### config.mk
export PLATFORM = sky130hd
export DESIGN_NAME = window_gen_5x5
export DESIGN_NICKNAME = d
export VERILOG_FILES = /design/src/rtl/window_gen_5x5.sv
export SDC_FILE = /design/constraint.sdc
export NUM_CORES = 1
export LEC_CHECK = 0
export ABC_CLOCK_PERIOD_IN_PS = 6000
export CAP_MARGIN = 10
export CELL_PAD_IN_SITES_DETAIL_PLACEMENT = 1
export CELL_PAD_IN_SITES_GLOBAL_PLACEMENT = 2
export CORE_AREA = 10 10 262 264
export DETAILED_ROUTE_END_ITERATION = 12
export DIE_AREA = 0 0 272 274
export PLACE_DENSITY_LB_ADDON = 0.1
export SYNTH_ARGS = -nofsm -noshare
export SYNTH_HDL_FRONTEND = slang
export SYNTH_SLANG_ARGS = --single-unit
export TNS_END_PERCENT = 50
### constraint.sdc
create_clock -name clk -period 6 [get_ports clk]
set_input_delay 0.9 -clock clk [delete_from_list [all_inputs] [get_ports clk]]
set_output_delay 0.9 -clock clk [all_outputs]
set_load 0.02 [all_outputs]
### src/rtl/window_gen_5x5.sv
// Streaming 5x5 neighbourhood generator: four line buffers plus a 25-tap shift window,
// emitting a window strobe whenever an accepted raster pixel completes a full neighbourhood.
module window_gen_5x5 #(
  parameter int DW    = 8,
  parameter int IMG_W = 16,
  parameter int IMG_H = 16
) (
  input  logic                     clk,
  input  logic                     rst_n,
  input  logic [DW-1:0]            pix_in,
  input  logic                     pix_valid,
  input  logic                     sof,
  output logic [DW-1:0]            x_0,
  output logic [DW-1:0]            x_1,
  output logic [DW-1:0]            x_2,
  output logic [DW-1:0]            x_3,
  output logic [DW-1:0]            x_4,
  output logic [DW-1:0]            x_5,
  output logic [DW-1:0]            x_6,
  output logic [DW-1:0]            x_7,
  output logic [DW-1:0]            x_8,
  output logic [DW-1:0]            x_9,
  output logic [DW-1:0]            x_10,
  output logic [DW-1:0]            x_11,
  output logic [DW-1:0]            x_12,
  output logic [DW-1:0]            x_13,
  output logic [DW-1:0]            x_14,
  output logic [DW-1:0]            x_15,
  output logic [DW-1:0]            x_16,
  output logic [DW-1:0]            x_17,
  output logic [DW-1:0]            x_18,
  output logic [DW-1:0]            x_19,
  output logic [DW-1:0]            x_20,
  output logic [DW-1:0]            x_21,
  output logic [DW-1:0]            x_22,
  output logic [DW-1:0]            x_23,
  output logic [DW-1:0]            x_24,
  output logic                     win_valid,
  output logic [$clog2(IMG_H)-1:0] win_row,
  output logic [$clog2(IMG_W)-1:0] win_col,
  output logic                     frame_done
);

  localparam int RW = $clog2(IMG_H);
  localparam int CW = $clog2(IMG_W);

  logic [CW-1:0] col_q, col_d;
  logic [RW-1:0] row_q, row_d;
  logic [DW-1:0] win_q [25];
  logic [DW-1:0] win_d [25];
  logic [DW-1:0] lb_q [4][IMG_W];
  logic [DW-1:0] lb_d [4][IMG_W];
  logic          win_valid_q, win_valid_d;
  logic [RW-1:0] win_row_q, win_row_d;
  logic [CW-1:0] win_col_q, win_col_d;
  logic          frame_done_q, frame_done_d;

  logic [CW-1:0] cur_c;
  logic [RW-1:0] cur_r;
  logic [DW-1:0] vec [5];

  // sof forces the accepted pixel to (0,0); row gating keeps stale lines from ever validating a window
  always_comb begin
    cur_c        = sof ? '0 : col_q;
    cur_r        = sof ? '0 : row_q;
    col_d        = col_q;
    row_d        = row_q;
    win_d        = win_q;
    lb_d         = lb_q;
    win_row_d    = win_row_q;
    win_col_d    = win_col_q;
    win_valid_d  = 1'b0;
    frame_done_d = 1'b0;
    for (int r = 0; r < 4; r++) vec[r] = lb_q[r][cur_c];
    vec[4] = pix_in;

    if (pix_valid) begin
      for (int r = 0; r < 4; r++) lb_d[r][cur_c] = vec[r+1];
      for (int r = 0; r < 5; r++) begin
        for (int c = 0; c < 4; c++) win_d[5*r+c] = win_q[5*r+c+1];
        win_d[5*r+4] = vec[r];
      end

      if (cur_r >= RW'(4) && cur_c >= CW'(4)) begin
        win_valid_d = 1'b1;
        win_row_d   = cur_r - RW'(2);
        win_col_d   = cur_c - CW'(2);
      end

      if (cur_c == CW'(IMG_W - 1)) begin
        col_d = '0;
        if (cur_r == RW'(IMG_H - 1)) begin
          row_d        = '0;
          frame_done_d = 1'b1;
        end else begin
          row_d = cur_r + RW'(1);
        end
      end else begin
        col_d = cur_c + CW'(1);
        row_d = cur_r;
      end
    end
  end

  always_ff @(posedge clk or negedge rst_n) begin
    if (!rst_n) begin
      col_q        <= '0;
      row_q        <= '0;
      win_q        <= '{default: '0};
      win_valid_q  <= 1'b0;
      win_row_q    <= '0;
      win_col_q    <= '0;
      frame_done_q <= 1'b0;
    end else begin
      col_q        <= col_d;
      row_q        <= row_d;
      win_q        <= win_d;
      win_valid_q  <= win_valid_d;
      win_row_q    <= win_row_d;
      win_col_q    <= win_col_d;
      frame_done_q <= frame_done_d;
    end
  end

  // Line storage is deliberately left unreset; its contents are only exposed after being refilled
  always_ff @(posedge clk) begin
    lb_q <= lb_d;
  end

  assign x_0  = win_q[0];
  assign x_1  = win_q[1];
  assign x_2  = win_q[2];
  assign x_3  = win_q[3];
  assign x_4  = win_q[4];
  assign x_5  = win_q[5];
  assign x_6  = win_q[6];
  assign x_7  = win_q[7];
  assign x_8  = win_q[8];
  assign x_9  = win_q[9];
  assign x_10 = win_q[10];
  assign x_11 = win_q[11];
  assign x_12 = win_q[12];
  assign x_13 = win_q[13];
  assign x_14 = win_q[14];
  assign x_15 = win_q[15];
  assign x_16 = win_q[16];
  assign x_17 = win_q[17];
  assign x_18 = win_q[18];
  assign x_19 = win_q[19];
  assign x_20 = win_q[20];
  assign x_21 = win_q[21];
  assign x_22 = win_q[22];
  assign x_23 = win_q[23];
  assign x_24 = win_q[24];

  assign win_valid  = win_valid_q;
  assign win_row    = win_row_q;
  assign win_col    = win_col_q;
  assign frame_done = frame_done_q;

endmodule

# Yosys cells after proc, flatten, opt, wreduce, memory -nomap -nowiden
# Index checks and enable logic that the tools add are counted.
word_totals:
  reg_bits: 730
  in_bits: 12
  elab_cells: 137
op_classes:
  add_sub_neg: 4
  magnitude_cmp: 4
  n_eq_ne: 2
  mux: 28
  n_bitwise: 1
  n_reduce_logical: 3
op_table:
  columns: ["cell", "n"]
  rows:
  - ["128-bit bitwise mux", 4]
  - ["8-bit binary-select mux with 4-bit select", 4]
  - ["8-bit two-way mux", 9]
  - ["8-bit demux with 4-bit select", 1]
  - ["4-bit two-way mux", 5]
  - ["4-bit by 1-bit adder with 4-bit output (second input constant)", 2]
  - ["4-bit == test (second input constant)", 2]
  - ["4-bit by 3-bit >= comparator with 1-bit output (second input constant)", 2]
  - ["4-bit by 2-bit subtractor with 4-bit output (second input constant)", 2]
  - ["5-bit >= comparator (second input constant)", 1]
  - ["5-bit by 1-bit less-than comparator with 1-bit output (second input constant)", 1]
  - ["1-bit two-way mux", 5]
  - ["4-bit inverter with 5-bit output", 1]
  - ["1-bit logical AND", 2]
  - ["2-bit AND reduction", 1]

# Depth between registers and ports, before layout
depth:
  depth_word: 7
  ltp_mapped: 11
  mapped_depth_nobuf: 8

# Worst setup path after synthesis
# No wires, ideal clock.
synth_path:
  kind: "input-to-reg"
  startpoint: "in sof"
  endpoint: "reg row_q[2]"
  arrival_time_ps: 4134
  path_slack_ps: 1740
  stages: 8
  cell_sequence: "and2b_2 clkbuf_1 clkbuf_1 ha_1 nand2_1 nor2_1 nand2_1 xor2_1"
synth_rtl:
  columns: ["element", "line_no", "rtl"]
  rows:
  - ["start: declaration", "12", "input logic sof,"]
  - ["4-bit two-way mux", "64", "cur_c = sof ? '0 : col_q;"]
  - ["via cur_c[0]", "58", "logic [CW-1:0] cur_c;"]
  - ["4-bit == test", "90", "if (cur_c == CW'(IMG_W - 1)) begin"]
  - ["4-bit two-way mux", "90", null]
  - ["end signal: assignment", "116", "row_q <= row_d;"]
  - ["end: declaration", "48", "logic [RW-1:0] row_q, row_d;"]
# The timed path passes the listed nets, and every way through them passes these cells.
# A chain may end at the register's enable or synchronous reset.

==> impl_summary.md <==
Worst setup path
The data required time at the worst endpoint is 6490 ps. The signal on the critical path passes through clkdlybuf4s50_1 -> and2b_2 -> inv_2 -> buf_4 -> mux2i_1 -> o221ai_1 -> or4_1 -> mux2_2. The cell type of the slowest stage on the worst timing path is sky130_fd_sc_hd__or4_1. The top cell family by delay on the critical path is buffers and inverters. In this design, the stage delay of the slowest critical-path cell is 870 ps. The worst setup path startpoint is sof. The peak fanout along the critical path is 22. The kind of end point of the critical path is a flip-flop. The critical path in this run is classified as primary input to flip-flop.

The number of buffers and inverters on the critical path is 3. STA puts the critical path data arrival time at 4630 ps. In this run the critical register-to-register path is launched from col_q[0]. The kind of start point of the critical path is a primary input.

Floorplan
After floorplanning, the core was divided into 93 placement rows. The height of the die is 274 µm. The overall die area is 74500 µm².

In this run the horizontal extent of the chip is 272 µm. The initial core utilization is 44.4%. For this design the top-level I/O count stands at 222. The area of the core region is 63600 µm².

Timing
Derived from the worst setup path, the maximum achievable clock frequency is 0.242 GHz. The number of failing hold endpoints at the final stage is 0. Setup repair after global routing left no endpoint under its margin. The clock tree skew after final layout is 17.4 ps. The final max-slew violation count is 0. The minimum period implied by the final worst setup slack is 4130 ps. Of the available clock period, the critical path in the final layout requires 68.9%. At the pin with the least slew margin, the transition time is 1020 ps.

The tightest slew margin relative to the limit is 31.7%. Setup violations remaining at the end of the flow were counted as 0. For the final routed database, the setup TNS stands at 0 ps.

CTS
In this run the number of H-tree levels came out at 3. In this run the clock root is driven by a sky130_fd_sc_hd__clkbuf_16. TritonCTS created 76 clock buffers. The number of hold buffers added after CTS is 0. TritonCTS built the clock tree. The clock-pin slew on the worst setup and hold paths is 50 ps. The worst-case clock buffer depth is 3. The number of post-CTS setup repair buffers is 0. The total clock sinks is 730. The count of instances resized after the clock tree is built is 0.

At the later pin of the worst-skew pair, clock insertion delay measures 610 ps.

Drt
The number of violations reported at the end of detailed-routing iteration 0 is 1043. Dividing the detail-routed wire length by the instance count gives 27.3 µm. The DRC violation count after routing is 0.

The final wirelength is 78400 µm. The routed layout has 16300 vias. The first TritonRoute pass finished after 5 iterations. The count of nets left with antenna violations once routing finished came out at 0.

The detail-routed via count per cell is 5.67.

Final layout
The number of flip-flops under the largest register name is 512. The library cell used most frequently in the layout, excluding fill and tap cells, is sky130_fd_sc_hd__edfxtp_1. The register name with the most flops is lb_q. The final layout contains 1968 nets. The share of layout cells above drive strength 1 is 18.4%. Counting the fill cells in the layout gives 5892. Once layout is complete, the utilization of the core stands at 53.4%. The combined flip-flop and latch cell area is 20800 µm². In the final layout, the multi-input gates occupy 6990 µm². The top cell types in the final layout, fill and taps aside, are sky130_fd_sc_hd__edfxtp_1 (512), sky130_fd_sc_hd__clkdlybuf4s50_1 (219), sky130_fd_sc_hd__dfrtp_1 (216), sky130_fd_sc_hd__mux2_2 (194), sky130_fd_sc_hd__mux2i_1 (151).

The area overhead of the layout relative to synthesis is 20.5%.

Global route
The via count of the first global-routing pass came to 17300. The combined global-route utilization of all metal layers is 20.9%. The number of antenna violations at the first check in global routing was 7. Entering global routing, the biggest net connects 139 pins. Global routing finished with a remaining overflow of 0. The global-route wire length before repair is 116000 µm.

Job
Max-cap violations in this run came to 0.

Synth
The cell type with the largest total area after synthesis is sky130_fd_sc_hd__edfxtp_1. Synthesis produced 1727 cells. Ranked by total cell area, the synthesized netlist is headed by sky130_fd_sc_hd__edfxtp_1 (54%), sky130_fd_sc_hd__dfrtp_1 (19%), sky130_fd_sc_hd__mux2_2 (7.7%). Counting flops with an async set or reset pin after synthesis yields a share of 29.9%. The top flip-flop cell by instance count after synthesis is sky130_fd_sc_hd__edfxtp_1.

The number of different library cells used by synthesis comes to 41. Summing every instance area after synthesis gives 28200 µm². After synthesis, flip-flops and latches occupy 73.8% of the total area.

The number of nets in the synthesized netlist is 1748. Averaged over all synthesized cells, the footprint is 16.3 µm². The synthesized design contains 512 enable-type register cells. The share of Yosys cell area claimed by the top area cell type is 54.5%.

During synthesis, Yosys emitted a total of 0 warnings. In this run, synthesis produced a sequential element count of 730.

Placement
Once detailed placement completed, the half-perimeter wirelength came to 44700 µm. The congestion estimate from routability-driven global placement came to 0.772. In this run the tool buffered the top-level ports with 221 buffer cells.

Power and ir drop
The power per cell area is 432 nW/µm². The maximum vdd drop is 0.419 mV. The leakage power figure is 12.6 nW.

Status
The flow ran to the end, and the final reports show no timing, DRC or antenna violations.

Min path
The tightest min-delay check is of the primary input to asynchronous set/reset pin type.
-- final cells by class --
cell class	instances	area share [%]
Sequential cell	730	61.3
Multi-Input combinational cell	869	20.6
Timing Repair Buffer	258	7.79
Clock buffer	112	6.38
Tap cell	855	3.14
Clock inverter	30	0.736
Inverter	12	0.132
Antenna cell	1	0.00736
-- where the power goes --
group	switching (W)	internal (W)	total [W]
sequential	0.000533	0.00626	0.00679
clock	0.00192	0.00265	0.00457
combinational	0.00187	0.00148	0.00334
-- routing by layer --
metal	global-route usage (%)	vias up	part of all wire (%)
met1	27.1	8565	43
met2	34.5	448	48
met3	5.23	102	6.9
li1	-	7131	-
met4	6.18	4	2.1
met5	0	-	0.034
-- worst reg2reg max path: stages (launching register included) --
cell	delay, ps
sky130_fd_sc_hd__dfrtp_4	660
sky130_fd_sc_hd__and2b_2	300
sky130_fd_sc_hd__inv_2	530
sky130_fd_sc_hd__buf_4	420
sky130_fd_sc_hd__mux2i_1	260
sky130_fd_sc_hd__o221ai_1	160
sky130_fd_sc_hd__or4_1	870
sky130_fd_sc_hd__mux2_2	390
-- cell families (layout without fill, tap and decap cells) --
kind of cell | count (synthesis) | in the layout | share of synthesized area (%)
AO/OA/AOI/OAI | 251 | 251 | 6.30
XOR/XNOR | 3 | 3 | 0.0931
adder cells (fa/ha/maj) | 9 | 9 | 0.399
buffers and inverters | 128 | 412 | 1.91
flip-flops | 730 | 730 | 73.8
multiplexers | 345 | 345 | 13.1
other | 0 | 1 | 0
AND/OR/NAND/NOR | 261 | 261 | 4.42
-- through the flow --
stage,setup WS [ps],area (µm²),total power (W),hold slack (ps),instances
6_report,1870,34000,0.0147,337,2867
3_5_place_dp,1240,31600,0.0103,474,2724
4_1_cts,1880,34000,0.0149,369,2866
5_1_grt,1770,34000,0.0154,401,2866
3_3_place_gp,1390,31600,0.0102,466,2724
2_1_floorplan,1740,28200,0.00844,497,1727
-- final timing paths --
path                              endpoint  slack, ps  cells past startpoint
worst max-delay path               x_14[6]       1870                      8
worst min-delay path                x_1[2]        340                      1
worst max register to register     x_14[6]       2320                      7
worst min register to register  win_row[3]        480                      2
max in group asynchronous          x_14[6]       4430                      2
min in group clk                win_row[3]        480                      2
-- cell usage after synthesis (all sizes together), types with 2 or more instances --
library cell,count
a311oi,23
o22ai,2
a221oi,51
a31oi,11
o221ai,26
nor2,27
o21ai,12
nand3,71
a22oi,15
a211oi,32
clkbuf,81
mux2,194
or4,24
edfxtp,512
and2,2
dfrtp,218
xnor2,2
inv,11
mux2i,151
buf,35
a21oi,75
ha,9
nand2,106
nor2b,25
Note: power is estimated with default switching activity, not from simulation.
